[src/rtl/keypad_scan_ctrl.sv]
// 4x4 keypad scanner: walks columns, debounces a hit, offers one key event
// per press over a valid/ready handshake, then waits for a debounced release.
module keypad_scan_ctrl #(
  parameter int SETTLE_CYCLES   = 2,
  parameter int DEBOUNCE_CYCLES = 16
) (
  input  logic       clock,
  input  logic       reset,
  input  logic       enable,
  input  logic       row_hit,
  input  logic [1:0] row_code,
  output logic [1:0] col_selector,
  output logic       key_valid,
  input  logic       key_ready,
  output logic [3:0] key,
  output logic       keytype,
  output logic       busy
);

  localparam int SW = (SETTLE_CYCLES   > 1) ? $clog2(SETTLE_CYCLES)   : 1;
  localparam int DW = (DEBOUNCE_CYCLES > 1) ? $clog2(DEBOUNCE_CYCLES) : 1;

  localparam logic [1:0] SCAN     = 2'd0;
  localparam logic [1:0] DEBOUNCE = 2'd1;
  localparam logic [1:0] EMIT     = 2'd2;
  localparam logic [1:0] HELD     = 2'd3;

  logic [1:0]    state;
  logic [SW-1:0] settle_cnt;
  logic [DW-1:0] deb_cnt;
  logic [1:0]    cand_col;
  logic [1:0]    cand_row;
  logic          settle_done;
  logic          deb_done;
  logic          row_match;
  logic [3:0]    map_key;

  function automatic logic [3:0] key_map(input logic [1:0] c, input logic [1:0] r);
    logic [3:0] k;
    case ({c, r})
      4'b00_11: k = 4'h1;  4'b00_10: k = 4'h4;  4'b00_01: k = 4'h7;  4'b00_00: k = 4'hF;
      4'b01_11: k = 4'h2;  4'b01_10: k = 4'h5;  4'b01_01: k = 4'h8;  4'b01_00: k = 4'h0;
      4'b10_11: k = 4'h3;  4'b10_10: k = 4'h6;  4'b10_01: k = 4'h9;  4'b10_00: k = 4'hE;
      4'b11_11: k = 4'hA;  4'b11_10: k = 4'hB;  4'b11_01: k = 4'hC;  default:  k = 4'hD;
    endcase
    return k;
  endfunction

  assign settle_done = (settle_cnt == SW'(SETTLE_CYCLES - 1));
  assign deb_done    = (deb_cnt == DW'(DEBOUNCE_CYCLES - 1));
  assign row_match   = row_hit && (row_code == cand_row);
  assign map_key     = key_map(cand_col, cand_row);

  // One debounce counter serves both the press (DEBOUNCE) and release (HELD) phases.
  always_ff @(posedge clock) begin
    if (!reset) begin
      state        <= SCAN;
      col_selector <= 2'd0;
      key_valid    <= 1'b0;
      key          <= 4'd0;
      keytype      <= 1'b0;
      busy         <= 1'b0;
      settle_cnt   <= '0;
      deb_cnt      <= '0;
      cand_col     <= 2'd0;
      cand_row     <= 2'd0;
    end else begin
      case (state)
        SCAN: if (enable) begin
          if (settle_done) begin
            settle_cnt <= '0;
            if (row_hit) begin
              cand_col <= col_selector;
              cand_row <= row_code;
              deb_cnt  <= '0;
              state    <= DEBOUNCE;
              busy     <= 1'b1;
            end else begin
              col_selector <= col_selector + 2'd1;
            end
          end else begin
            settle_cnt <= settle_cnt + SW'(1);
          end
        end
        DEBOUNCE: begin
          if (!enable || !row_match) begin
            state      <= SCAN;
            busy       <= 1'b0;
            deb_cnt    <= '0;
            settle_cnt <= '0;
          end else if (deb_done) begin
            deb_cnt   <= '0;
            state     <= EMIT;
            key_valid <= 1'b1;
            key       <= map_key;
            keytype   <= (map_key <= 4'd9);
          end else begin
            deb_cnt <= deb_cnt + DW'(1);
          end
        end
        EMIT: if (key_ready) begin
          key_valid <= 1'b0;
          deb_cnt   <= '0;
          state     <= HELD;
        end
        HELD: begin
          if (row_hit) begin
            deb_cnt <= '0;
          end else if (deb_done) begin
            deb_cnt      <= '0;
            settle_cnt   <= '0;
            col_selector <= col_selector + 2'd1;
            state        <= SCAN;
            busy         <= 1'b0;
          end else begin
            deb_cnt <= deb_cnt + DW'(1);
          end
        end
        default: begin
          state <= SCAN;
          busy  <= 1'b0;
        end
      endcase
    end
  end

endmodule

[config.mk]
export PLATFORM = sky130hd
export DESIGN_NAME = keypad_scan_ctrl
export DESIGN_NICKNAME = d
export VERILOG_FILES = /design/src/rtl/keypad_scan_ctrl.sv
export SDC_FILE = /design/constraint.sdc
export NUM_CORES = 1
export LEC_CHECK = 0
export ABC_AREA = 0
export CAP_MARGIN = 20
export CORE_MARGIN = 2
export CORE_UTILIZATION = 40
export DETAILED_ROUTE_END_ITERATION = 8
export GPL_TIMING_DRIVEN = 1
export PLACE_DENSITY = 0.73
export SYNTH_ARGS = -nofsm -noshare
export SYNTH_HDL_FRONTEND = slang
export SYNTH_SLANG_ARGS = --single-unit
[constraint.sdc]
create_clock -name clock -period 1.6 [get_ports clock]
set_clock_uncertainty 0.15 [all_clocks]
set_input_delay 0.48 -clock clock [delete_from_list [all_inputs] [get_ports clock]]
set_output_delay 0.48 -clock clock [all_outputs]
set_load 0.01 [all_outputs]
* After elaboration in Yosys (flattened, before gate mapping) *
Memory sizes are Yosys's and may differ from the RTL's. A register that Yosys moved wholly into a read port is not among the register bits.
Index checks and enable logic that the tools add are counted.

cells by class
  $lt $le $gt $ge = 1
  eq/ne operators = 16
  multiply operators = 0
  bitwise operators = 1
  mux-type cells = 39
  reduce and logical (&&, ||, !) cells = 16
  div/mod/pow operators = 0
  shift operators = 0
  add/sub/neg operators = 3

operator list
  kind                 number
  $mux 4               9
  $mux 2               13
  $ne 2x2->1 const B   10
  $pmux 4 s4           1
  $reduce_and 7->1     2
  $reduce_and 4->1     3
  $mux 1               11
  $pmux 2 s4           1
  $pmux 1 s3           2
  $reduce_and 6->1     1
  $reduce_and 5->1     1
  $add 4x1->4 const B  1
  $eq 2x2->1 const B   2
  $eq 4x4->1 const B   1
  $le 4x4->1 const B   1
  $pmux 2 s2           1
  $reduce_bool 2->1    2
  $ne 3x3->1 const B   1
  $reduce_and 3->1     1
  $reduce_bool 3->1    1
  $add 2x1->2 const B  1
  $eq 2x1->1 const B   1
  $eq 2x2->1           1
  $logic_not 1->1      2
  6 further kinds      6

word-level totals
  RAM bits = 0
  flip-flop bits (word level) = 20
  memories = 1
  logic and storage cells = 87
  ROM bits = 64
  bits in latches = 0

memories
  name              words  bits a word  read ports  clocked after Yosys merged registers in  write ports  line  text
  (name not given)  16     4            1           1                                        0            40    case ({c, r})

* Logic depth before layout (Yosys ltp) *
  word-level depth = 6
  depth in mapped cells = 6
  gate-level depth less buffers = 5

* Least setup slack after synthesis *
Ideal clock, no wire load.

  path type = input to register
  start point = in row_hit
  end point = reg, netlist name map_key[2]
  stages = 6
  setup slack = -0.151 ns
  arrival time = 1.456 ns
  library setup time = 0.145 ns
  cells stage by stage = nand3_2 or3_1 buf_2 buf_6 a311oi_2 o221ai_1

RTL lines
  element          line  text
  start, declared  10    input logic row_hit,

==> impl_metrics.yaml <==
placement:
  dp_hpwl_mm: 2.52
  number_of_cells_after_detailed_placement: 245
  count_of_port_buffers_added_during_placement: 15
  final_estimated_routing_congestion_in_global_placement: 0.815
  detailed_place.area_sq_mm: 0.00182
clocking:
  cts_made_buffers: 3
  cts.root.buffer_cell: "clkbuf_4"
  htree_num_levels: 1
  cts_hold_buf: 0
  clk_pin_slew_worst_paths_ps: 140
  clk_path_buf_depth: 2
  cts.sink_count: 24
  tritoncts_clock_tree: "yes"
  clock_latency_ps: 330
yosys:
  synth.largest_area_cell: "dfxtp_1"
  synth-xor-area-share: 0.0263
  synth_nets: 173
  synth_seq_cells: 24
  seq_area_frac_synth: 0.361
  yosysUniqueCellTypes: 42
  asyncSetResetFlopFracSynth: 0
  synthSimpleGateAreaFrac: 0.223
  commonest_cells_in_the_synthesized_netlist: "24 x dfxtp_1, 17 x nand2_1, 15 x nor2_1, 15 x o21ai_0, 11 x a21oi_1"
  yosys.area_share.adder: 0.00941
  avg_inst_size_synth_sq_um: 8.06
  count_of_flip_flops_with_a_built_in_enable_after_synthesis: 0
  synthFlopType: "dfxtp_1"
  synth_top_area_share: 0.361
  synth_cells: 165
  synth-compound-area-share: 0.245
  post-synth-top-count-cell: "dfxtp_1"
  syn-cell-area_sq_mm: 0.00133
  synth_mux_area_frac: 0.0687
  synth_warnings: 0
  cell_types_with_the_largest_area_share_after_synthesis: "dfxtp_1 36%, mux2i_1 6.0%, o21ai_0 5.6%"
  synth_top_family_by_area: "compound AO/OA/AOI/OAI gates"
sta:
  period_share: 0.987
  setup_violations: 0
  final_period_minus_worst_setup_slack_ps: 1580
  max_freq_mhz: 633
  timing.slew.headroom: 0.829
  drv_slew: 0
  finalHoldViolations: 0
  grt_setup_unrepaired: "yes"
  worstMarginPinSlew_ps: 254
  final_layout_setup_total_negative_slack_ps: 0
pwr:
  power_switching_w: 0.000278
  power_frac_seq: 0.502
  switching_share: 0.229
  report.power.total_w: 0.00121
  power.share.combinational: 0.127
  max-vdd-ir-drop_mv: 0.527
  cellPowerDensity_mw_per_mm2: 628
  leakage_nw: 0.791
  cell_internal_pwr_w: 0.000935
  clock_power_share: 0.370
setup_path:
  crit_path_max_fanout: 8
  critical-path-max-stage-delay_ps: 400
  timing.critical_path.arrival_ps: 1660
  reg2reg_slack_ps: 20
  worst_setup_path_category: "flip-flop to flip-flop"
  setup.worst_path.start_class: "flip-flop"
  timing.critical_path.buf_inv: 1
  cp_data_required_time_ps: 1680
  critical-path-top-delay-family: "compound AO/OA/AOI/OAI gates"
  critPathCaptureType: "flip-flop"
  crit_chain: "buf_6 -> and3b_2 -> a31oi_4 -> nor3b_2 -> o31a_1"
  critical_path.slowest_cell: "dfxtp_4"
hold_path:
  path_class_of_the_lowest_slack_min_delay_path: "flip-flop to flip-flop"
cells_and_area:
  layout.cell_area.non_filler_sq_mm: 0.00193
  fin_nets: 216
  post_layout_nonfiller_instances: 251
  antenna-diode-count: 0
  fillers: 284
  syn_to_final_growth_pct: 45.2
  layout-drive-gt1-share: 0.386
drt:
  wl_per_cell_um: 13.4
  num_vias: 1319
  drt-initial-drc-count: 83
  detail-route-antenna-nets: 0
  vias_per_cell: 5.25
  route.final.wire_length_mm: 3.36
  detail_route.drc_violations: 0
  drt-pass1-iter-count: 4
global_routing:
  gr-usage-all-layers: 0.203
  grt_antenna_before_repair: 0
  global_route_wire_length_before_repair_mm: 5.64
  first_global_vias: 1236
  grt_start_max_net_pins: 16
  grt_remaining_overflow: 0
die:
  die_width_um: 61.7
  boundaryPins: 16
  die-height_um: 61.7
  core-area_sq_mm: 0.00310
  floorplan.initialDensity: 0.429
  num_rows: 20
  design.die.area_sq_mm: 0.00380
job:
  drv.max_cap_violation_count: 0
run_status:
  run_status: "complete, no violations"
## cell usage in the layout, fill, tap and decap left out, types with 2 or more instances in the layout
cell	n
nor2_1	13
xnor2_4	2
nand2_1	17
clkdlybuf4s15_1	4
buf_4	33
o21ai_0	12
xnor2_1	2
o21ai_1	3
buf_6	5
dfxtp_2	9
dfxtp_1	13
inv_1	4
o211ai_1	4
a41oi_1	2
nor3_1	2
dfxtp_4	2
clkbuf_4	3
nand3_1	7
clkbuf_2	4
nand3_4	2
mux2i_1	8
buf_2	2
o211a_1	2
nor2_2	2
dlygate4sd2_1	2
a21oi_1	10
nor2b_1	4
## kinds of logic (layout without fill, tap and decap cells)
family	Yosys count	count (layout)
xor gates and xnor gates	4	4
DFF	24	24
AOI/OAI and AO/OA	49	49
muxes	9	9
adders and majority gates	1	1
and+or+nand+nor	59	59
buffers and inverters	19	61
## registers in the layout, indices dropped and copies added (netlist names), named ones only
name and flops:
deb_cnt 4, key 4, map_key 4, cand_col 2, cand_row 2, col_selector 2
busy 1, key_valid 1, keytype 1, settle_cnt 1, state 1
## metrics by stage
stage,utilization,setup WS (ps),hold WS (ps)
CTS,0.613,2.43,323
global route,0.623,-40.1,369
detailed placement,0.586,-699,294
finish,0.623,21.4,319
global placement,0.586,-647,286
floorplan,-,-147,271
## metal layers
layer  share of wire  GRT usage
met5               0          0
met4           0.025     0.0912
met3           0.053     0.0441
met2            0.45      0.322
met1            0.48      0.263
## final cells by class
type | instances | area [sq um] | share of cell area
clock buffers | 3 | 22.5 | 0.0117
inverters | 4 | 15.0 | 0.00777
well taps | 44 | 55.1 | 0.0285
clock inverters | 1 | 30.0 | 0.0155
multi-input cells | 122 | 885 | 0.458
repair buffers | 53 | 425 | 0.220
flip-flops and latches | 24 | 499 | 0.258
## repair_timing
item,CTS,global route
pin swaps,3,7
endpoints found under the setup margin,33,20
cloned,0,0
setup buffers,1,1
resized for setup,36,30
## worst reg2reg max path: stages (launching register included)
cell and delay [ps]:
dfxtp_4 400, buf_6 140, and3b_2 240, a31oi_4 200, nor3b_2 70, o31a_1 290
## power groups by stage
stage	sequential [W]	combinational (W)	clock, W
floorplan	0.000624	0.0000839	0
global placement	0.000624	0.000147	0
detailed placement	0.000625	0.000152	0
CTS	0.000612	0.000154	0.000463
global route	0.000610	0.000168	0.000488
finish	0.000609	0.000155	0.000449
## path summary, 6_finish.rpt
check / from / end / cells after the start
worst min-delay path: key[2] / key[2] / 2
worst min register to register: key[2] / key[2] / 2
worst max register to register: flip-flop / deb_cnt[2] / 5
worst max-delay path: flip-flop / deb_cnt[2] / 5
Power figures use the tool's default switching activity.
